## config.mk

```make
export PLATFORM = sky130hd
export DESIGN_NAME = multu_seq_flat
export DESIGN_NICKNAME = d
export VERILOG_FILES = /design/src/rtl/multu_seq_if.sv /design/src/rtl/multu_seq.sv /design/src/flat_wrapper.sv
export SDC_FILE = /design/constraint.sdc
export NUM_CORES = 1
export LEC_CHECK = 0
export ABC_CLOCK_PERIOD_IN_PS = 2500
export CORE_MARGIN = 8
export CORE_UTILIZATION = 57
export DETAILED_ROUTE_END_ITERATION = 8
export DONT_BUFFER_PORTS = 1
export HOLD_SLACK_MARGIN = 0.06
export PLACE_DENSITY = 0.82
export SYNTH_ARGS = -nofsm -noshare
export SYNTH_HDL_FRONTEND = slang
export SYNTH_SLANG_ARGS = --single-unit
```

## constraint.sdc

```tcl
create_clock -name clk -period 2.5 [get_ports clk]
set_input_delay 0.5 -clock clk [delete_from_list [all_inputs] [get_ports clk]]
set_output_delay 0.5 -clock clk [all_outputs]
set_load 0.03 [all_outputs]
```

## src/rtl/multu_seq_if.sv

```systemverilog
// Handshake and operand bundle between the EX-stage control and the sequential
// multiplier. The master side (pipeline control) issues operands and start/flush.
// The slave side (multu_seq) returns busy, done and the 64-bit product.
interface multu_seq_if #(
    parameter int WIDTH = 32
);
    logic                 start;
    logic                 flush;
    logic                 is_signed;
    logic [WIDTH-1:0]     dataA;
    logic [WIDTH-1:0]     dataB;
    logic                 busy;
    logic                 done;
    logic [2*WIDTH-1:0]   product;

    modport master (
        output start, flush, is_signed, dataA, dataB,
        input  busy, done, product
    );

    modport slave (
        input  start, flush, is_signed, dataA, dataB,
        output busy, done, product
    );
endinterface

```

## src/rtl/multu_seq.sv

```systemverilog
// multu_seq: radix-2 shift-add 32x32 multiplier for the MIPS EX stage.
// A start in IDLE/DONE launches a 32-iteration run. The 64-bit product is
// loaded at the completing edge and held until the next completion.
// Optional feature macro: MULTU_SIGNED_EN enables signed (MULT) support.
// With that macro, operands are converted to magnitudes at start and the
// result is negated at completion. Without it, is_signed is ignored.
module multu_seq #(
    parameter int WIDTH = 32,
    parameter int CNT_W = 6
) (
    input  logic        clk,
    input  logic        rst,
    multu_seq_if.slave  bus
);
    typedef enum logic [1:0] {
        S_IDLE = 2'd0,
        S_RUN  = 2'd1,
        S_DONE = 2'd2
    } state_t;

    localparam logic [CNT_W-1:0] LAST_CNT = CNT_W'(WIDTH - 1);

    state_t             r_state;
    logic [WIDTH-1:0]   r_mcand;    // multiplicand (magnitude in signed mode)
    logic [WIDTH-1:0]   r_hi;       // upper half of the accumulator
    logic [WIDTH-1:0]   r_lo;       // lower half; starts as the multiplier
    logic [CNT_W-1:0]   r_cnt;
    logic               r_busy;
    logic               r_done;
    logic [2*WIDTH-1:0] r_product;

    logic [WIDTH:0]     w_sum;
    logic [WIDTH-1:0]   w_hi_next;
    logic [WIDTH-1:0]   w_lo_next;
    logic [2*WIDTH-1:0] w_full;
    logic [2*WIDTH-1:0] w_result;
    logic [WIDTH-1:0]   w_a_load;
    logic [WIDTH-1:0]   w_b_load;

`ifdef MULTU_SIGNED_EN
    logic               r_neg;
    logic               w_neg_load;

    // Operand conditioning: magnitudes and the sign of the product in MULT mode.
    always_comb begin
        // NOTE: every combinational output gets a default first, so no path leaves it unassigned (no latch).
        w_a_load   = bus.dataA;
        w_b_load   = bus.dataB;
        w_neg_load = 1'b0;
        if (bus.is_signed) begin
            if (bus.dataA[WIDTH-1]) w_a_load = -bus.dataA;
            if (bus.dataB[WIDTH-1]) w_b_load = -bus.dataB;
            w_neg_load = bus.dataA[WIDTH-1] ^ bus.dataB[WIDTH-1];
        end
    end
`else
    assign w_a_load = bus.dataA;
    assign w_b_load = bus.dataB;
`endif

    // One shift-add step: conditional WIDTH+1-bit add into the upper half, then shift right.
    always_comb begin
        w_sum     = {1'b0, r_hi} + (r_lo[0] ? {1'b0, r_mcand} : '0);
        w_hi_next = w_sum[WIDTH:1];
        w_lo_next = {w_sum[0], r_lo[WIDTH-1:1]};
        w_full    = {w_hi_next, w_lo_next};
`ifdef MULTU_SIGNED_EN
        w_result  = r_neg ? -w_full : w_full;
`else
        w_result  = w_full;
`endif
    end

    // Control FSM and datapath registers, with registered busy/done/product.
    always_ff @(posedge clk) begin
        // NOTE: all state here uses non-blocking assignments so every register samples pre-edge values.
        if (rst) begin
            r_state   <= S_IDLE;
            r_mcand   <= '0;
            r_hi      <= '0;
            r_lo      <= '0;
            r_cnt     <= '0;
            r_busy    <= 1'b0;
            r_done    <= 1'b0;
            r_product <= '0;
`ifdef MULTU_SIGNED_EN
            r_neg     <= 1'b0;
`endif
        end else begin
            r_done <= 1'b0;
            case (r_state)
                S_IDLE, S_DONE: begin
                    // start beats flush here; flush has no meaning outside RUN
                    if (bus.start) begin
                        r_mcand <= w_a_load;
                        r_lo    <= w_b_load;
                        r_hi    <= '0;
                        r_cnt   <= '0;
`ifdef MULTU_SIGNED_EN
                        r_neg   <= w_neg_load;
`endif
                        r_busy  <= 1'b1;
                        r_state <= S_RUN;
                    end else begin
                        r_state <= S_IDLE;
                    end
                end
                S_RUN: begin
                    // a new start during RUN is dropped, never queued
                    if (bus.flush) begin
                        r_busy  <= 1'b0;
                        r_state <= S_IDLE;
                    end else begin
                        r_hi  <= w_hi_next;
                        r_lo  <= w_lo_next;
                        r_cnt <= r_cnt + 1'b1;
                        if (r_cnt == LAST_CNT) begin
                            r_product <= w_result;
                            r_done    <= 1'b1;
                            r_busy    <= 1'b0;
                            r_state   <= S_DONE;
                        end
                    end
                end
                default: begin
                    r_busy  <= 1'b0;
                    r_state <= S_IDLE;
                end
            endcase
        end
    end

    assign bus.busy    = r_busy;
    assign bus.done    = r_done;
    assign bus.product = r_product;
endmodule

```

## src/flat_wrapper.sv

```systemverilog
// flat-port wrapper written by rule: the top's interface ports become plain ports
module multu_seq_flat 
#(
    parameter int WIDTH = 32,
    parameter int CNT_W = 6
)
  (clk, rst, bus_start, bus_flush, bus_is_signed, bus_dataA, bus_dataB, bus_busy, bus_done, bus_product);
  multu_seq_if #(.WIDTH(WIDTH)) bus_i ();
  input  logic clk;
  input  logic rst;
  input wire logic [$bits(bus_i.start)-1:0] bus_start;
  input wire logic [$bits(bus_i.flush)-1:0] bus_flush;
  input wire logic [$bits(bus_i.is_signed)-1:0] bus_is_signed;
  input wire logic [$bits(bus_i.dataA)-1:0] bus_dataA;
  input wire logic [$bits(bus_i.dataB)-1:0] bus_dataB;
  output wire logic [$bits(bus_i.busy)-1:0] bus_busy;
  output wire logic [$bits(bus_i.done)-1:0] bus_done;
  output wire logic [$bits(bus_i.product)-1:0] bus_product;
  assign bus_i.start = bus_start;
  assign bus_i.flush = bus_flush;
  assign bus_i.is_signed = bus_is_signed;
  assign bus_i.dataA = bus_dataA;
  assign bus_i.dataB = bus_dataB;
  assign bus_busy = bus_i.busy;
  assign bus_done = bus_i.done;
  assign bus_product = bus_i.product;
  multu_seq #(.WIDTH(WIDTH), .CNT_W(CNT_W)) u_core (.clk(clk), .rst(rst), .bus(bus_i));
endmodule
```

* Yosys cells after proc, flatten, opt, wreduce, memory -nomap -nowiden
Index checks and enable logic that the tools add are counted.
Storage, ports and cells: flip-flop bits (word level) 170, bits of input ports 69, word-level logic and storage cells 45
Cells by class: $add $sub $neg 2, equality and inequality tests 6, muxes and demuxes 19, bitwise operators 2, reduce and logical (&&, ||, !) cells 8
Operators with widths (count):
- 32-bit 2-to-1 mux | 5
- 32-bit one-hot mux with 2 select lines | 2
- 32-bit by 33-bit adder with 33-bit output | 1
- 6-bit 2-to-1 mux | 2
- 6-bit one-hot mux with 2 select lines | 1
- 6-bit by 1-bit adder with 6-bit output, second input constant | 1
- 6-bit by 5-bit equality test with 1-bit output, second input constant | 1
- 3-bit AND reduction | 2
- 1-bit 2-to-1 mux | 5
- 2-bit 2-to-1 mux | 2
- 2-bit != test, second input constant | 2
- 2-bit one-hot mux with 2 select lines | 1
- 2-bit AND reduction | 2
- 3-bit by 2-bit != test with 1-bit output, second input constant | 1
- 3-bit OR reduction | 1
- 2-bit by 1-bit equality test with 1-bit output, second input constant | 1
- 2-bit equality test, second input constant | 1
- 2-bit zero test | 1
- 1-bit NOT | 2
- 1-bit one-hot mux with 2 select lines | 1
- 2-bit nonzero test | 1
- 2-bit OR reduction | 1

* Depth between registers and ports, before layout
depth in word-level cells 4, depth in mapped cells 12, mapped depth without buffers 11

* Worst setup path before layout
Ideal clock, no wire load.
path type flip-flop to flip-flop, start point register u_core.r_lo[0], end point register u_core.r_product[59] (netlist: u_core.bus.product[59]), setup time 62 ps, arrival time 2685 ps, slack -248 ps, stages on the path, launching flop included 13, path buffers 1, cells stage by stage dfxtp_1 clkbuf_1 and2_1 ha_1 fa_1 a21oi_1 o22ai_1 o211ai_1 or4_4 a21oi_4 a21oi_2 or4_1 nand3_1
On the way: longest elaborated chain between the ends 2
Ends and longest elaborated chain:
- start, declared | RTL line multu_seq.sv:26 | logic [WIDTH-1:0] r_lo;
- start signal, assigned | RTL line multu_seq.sv:96 | r_lo <= w_b_load;
- start signal, assigned | RTL line multu_seq.sv:115 | r_lo <= w_lo_next;
- 32-bit 2-to-1 mux | RTL line multu_seq.sv:63 | w_sum = {1'b0, r_hi} + (r_lo[0] ? {1'b0, r_mcand} : '0);
- 32-bit by 33-bit adder with 33-bit output | RTL line multu_seq.sv:63
- end signal, assigned | RTL line multu_seq.sv:118 | r_product <= w_result;
- end, declared | RTL line multu_seq.sv:30 | logic [2*WIDTH-1:0] r_product;
No other way between the ends. A chain may end at the register's enable or synchronous reset.

* Worst setup path in the final report
Same ends and word-level chain as after synthesis.

==> results.txt <==
----------------------------------------------------
[Floorplan]
  Core Footprint ... 13800 um^2
  Row Count ... 43
  Vert. Die Dim ... 135 um
  Overall die width ... 135 um
  Io pins ... 135
  DIE AREA ... 18100 um^2
  Initial core utilization ... 58.0%

[Worst setup path]
  Crit path capture type ... flip-flop
  Slowest stage delay, CP ... 0.48 ns
  Data arrival, critical path ... 3.09 ns
  Critical path cell sequence ... and2_4, ha_4, fa_2, a21oi_2, o22ai_2, o211ai_1, or4_4, a21oi_4, a21oi_2, or4_1, nand3_1
  Worst reg-to-reg path cell count ... 11
  Worst setup slack for register-to-register paths ... -0.22 ns
  Reg2Reg Launch Point ... u_core.r_lo[0]
  CP Launch Type ... flip-flop
  Capturing element of the worst setup path ... u_core.bus.product[59]
  Required time at the endpoint of the critical path ... 2.87 ns
  Library cell appearing most often on the critical path ... sky130_fd_sc_hd__a21oi_2
  Biggest fanout along the worst timing path ... 16
  Reg2reg end ... u_core.bus.product[59]
  Worst Path Class, Setup ... flip-flop to flip-flop
  Crit path max-delay cell type ... sky130_fd_sc_hd__or4_4
  Critical path origin ... u_core.r_lo[0]

[Logic synthesis]
  Synth top cells by count ... sky130_fd_sc_hd__nand2_1 (286), sky130_fd_sc_hd__dfxtp_1 (170), sky130_fd_sc_hd__a21oi_1 (134), sky130_fd_sc_hd__clkbuf_1 (64), sky130_fd_sc_hd__nor2_1 (59)
  Syn Nets ... 1137
  Total of flip-flops plus latches after synthesis ... 170
  Primary flip-flop cell chosen by synthesis mapping ... sky130_fd_sc_hd__dfxtp_1
  Synthesis warning total ... 0
  Post-Synthesis Mean Instance Area ... 7.75 um^2
  Share of Yosys cell area claimed by the top area cell type ... 42.5%
  Sequential element share of the synthesized area ... 42.5%
  Post-synth design cell area ... 8020 um^2
  Largest area contributor in the synthesized netlist ... sky130_fd_sc_hd__dfxtp_1
  Cells taking the most area after synthesis ... sky130_fd_sc_hd__dfxtp_1 (42%), sky130_fd_sc_hd__nand2_1 (13%), sky130_fd_sc_hd__a21oi_1 (8.4%), sky130_fd_sc_hd__ha_1 (5.2%), sky130_fd_sc_hd__a311oi_1 (3.4%)
  Post-Syn Instances ... 1034
  Count leader, synth ... sky130_fd_sc_hd__nand2_1
  Count of flip-flops with a built-in enable after synthesis ... 0
  FFs w/ async S/R, synth ... 0%
  Unique cell type count in the Yosys netlist ... 59

[Clock tree]
  Clock input transition at the sequential cells of the worst setup and hold paths ... 0.06 ns
  Number of buffers added by the clock tree synthesis step ... 17
  Clock insertion delay at the later pin of the skew report ... 0.43 ns
  Post-CTS Hold Fix Bufs ... 0
  Deepest clock path buffer count ... 2
  Master cell of the clock root buffer ... sky130_fd_sc_hd__clkbuf_16
  CTS tree ... built
  Maximum level of the CTS H-tree ... 4
  Clock Sinks ... 170

[GRT]
  GRT Overall Usage ... 23.7%
  Wire length of the first global-routing pass ... 35.3 mm
  Antenna violations before repair ... 0
  Global route total overflow ... 0
  Maximum number of pins on one net before global-route repair ... 155
  Via count of the first global-routing pass ... 7176

[STA]
  Setup Skew ... 0.0119 ns
  Pin slew with the least headroom to its limit ... 0.492 ns
  Min Tclk post-route ... 2.72 ns
  Final setup violation count ... 33
  Max Freq ... 0.368 GHz
  Smallest setup slack after layout ... -0.220 ns
  Tightest slew margin relative to the limit ... 67.2%
  Setup total negative slack ... -3.10 ns
  RSZ-0062 raised after global routing ... yes
  Ratio of final minimum period to clock period ... 109%
  Final Max Tran Viols ... 0
  Count of final hold-check violations ... 0

[Routing]
  DR iter-0 viols ... 523
  Average routed wire per standard cell ... 17.7 um
  Number of vias after detailed routing ... 7466
  Total wire length ... 22.2 mm
  Post-route DRC violation count ... 0
  Remaining number of nets flagged by the antenna check after routing ... 0
  Number of vias per cell after detailed routing ... 5.94
  Number of iterations in the first detailed-routing pass ... 6

[Power]
  IR Drop Worst-Case VDD ... 0.519 mV
  Total Power ... 0.00595 W
  Leakage dissipation ... 3.63 nW
  Power per cell area ... 616 nW/um^2

[Place]
  Final HPWL from detailed placement ... 14.4 mm
  Worst slack, placed ... -0.305 ns
  Placed standard-cell area ... 8710 um^2
  Final GP Congestion ... 0.894
  IO Port Bufs ... 0

[Cells and area]
  Final-layout fill cell count ... 1042
  Nets ... 1166
  Number of antenna cells inserted ... 0
  Area delta synth->final ... 20.5%
  Share of cells above drive strength 1 ... 17.6%
  Final non-filler cell area ... 9660 um^2
  Final standard cell utilization of the core ... 69.9%

[Run]
  Max-Cap Viols ... 0

[Min path]
  Worst hold path class ... primary input to flip-flop

[Outcome]
  Violated checks ... negative setup slack
  Run status ... complete, but fails checks

----------------------------------------------------
[per-layer routing]
layer  vias to the layer above  wire length (um)  GRT usage (%)
met1                      3540              8950           27.3
met5                         -                 0              0
met3                        56              1760           7.91
met2                       255             10800           40.0
met4                         0               662           9.11
li1                       3615                 -              -
[worst min-delay path by stage]
| stage | endpoint | start | cells after the start |
|---|---|---|---|
| 2_1_floorplan | u_core.r_hi[15] | u_core.r_hi[15] | 2 |
| 3_3_place_gp | u_core.r_mcand[1] | u_core.r_mcand[1] | 2 |
| 3_5_place_dp | u_core.r_mcand[30] | u_core.r_mcand[30] | 2 |
| 4_1_cts | u_core.bus.product[7] | rst | 1 |
| 5_1_grt | u_core.bus.product[7] | rst | 1 |
| 6_report | u_core.r_lo[7] | rst | 1 |
[worst max-delay path: cells and delay by family (launching register included)]
family	cells	cell delay (ns)
adder cells (fa/ha/maj)	2	0.37
flip-flops	1	0.45
AND/OR/NAND/NOR	4	1.17
AO/OA/AOI/OAI	5	0.67
[timing repair]
| action | CTS | global route |
|---|---|---|
| resized for setup | 47 | 20 |
| endpoints found under the setup margin | 43 | 45 |
| pin swaps | 9 | 9 |
| setup buffers | 3 | 1 |
[where the power goes]
group | internal, W | switching [W] | total, W
logic | 0.000154 | 0.000238 | 0.000392
clock network | 0.00153 | 0.00117 | 0.00270
registers | 0.00280 | 0.0000710 | 0.00287
total | 0.00448 | 0.00148 | 0.00595
[sequential cells by signal, summed over array words and instances, names as in the netlist]
name / flops
u_core.r_lo: 32
u_core.r_state: 2
u_core.bus.busy: 1
u_core.r_hi: 32
u_core.r_mcand: 32
u_core.bus.done: 1
u_core.r_cnt: 6
u_core.bus.product: 64
[logic make-up after synthesis]
| group | Yosys count | synth area share [%] |
|---|---|---|
| and+or+nand+nor | 458 | 24.5 |
| DFF | 170 | 42.5 |
| xor gates and xnor gates | 33 | 3.61 |
| adders and majority gates | 34 | 5.40 |
| buffers and inverters | 79 | 3.75 |
| AOI/OAI and AO/OA | 260 | 20.3 |
[layout make-up]
type / count / area, um^2 / share of cell area (%)
Multi-Input combinational cell: 785 / 4760 / 49.2
Sequential cell: 170 / 3410 / 35.3
Timing Repair Buffer: 85 / 658 / 6.81
Clock buffer: 19 / 443 / 4.58
Tap cell: 180 / 225 / 2.33
Clock inverter: 13 / 155 / 1.61
Inverter: 4 / 15.0 / 0.155
[through the flow]
stage                     hold slack [ns]  cells
after floorplan                     0.432   1034
after global placement              0.435   1220
after detailed placement            0.439   1220
after CTS                           0.126   1255
after global routing                0.126   1256
final                               0.150   1256
[layout by cell type (no fill, tap or decap), types with 7 or more instances in the layout]
master / instances
sky130_fd_sc_hd__nand2_1: 282
sky130_fd_sc_hd__dfxtp_1: 169
sky130_fd_sc_hd__a21oi_1: 121
sky130_fd_sc_hd__buf_4: 82
sky130_fd_sc_hd__nor2_1: 57
sky130_fd_sc_hd__and2_1: 32
sky130_fd_sc_hd__a311oi_1: 30
sky130_fd_sc_hd__nand3_1: 29
sky130_fd_sc_hd__ha_1: 22
sky130_fd_sc_hd__o21ai_1: 17
sky130_fd_sc_hd__clkbuf_16: 17
sky130_fd_sc_hd__a21oi_2: 14
sky130_fd_sc_hd__xnor2_1: 14
sky130_fd_sc_hd__nor3_1: 13
sky130_fd_sc_hd__xor2_1: 12
sky130_fd_sc_hd__o21ai_0: 11
sky130_fd_sc_hd__ha_4: 11
sky130_fd_sc_hd__a22o_1: 9
sky130_fd_sc_hd__nand4_1: 7
sky130_fd_sc_hd__a21o_1: 7
(Power assumes the default switching activity.)
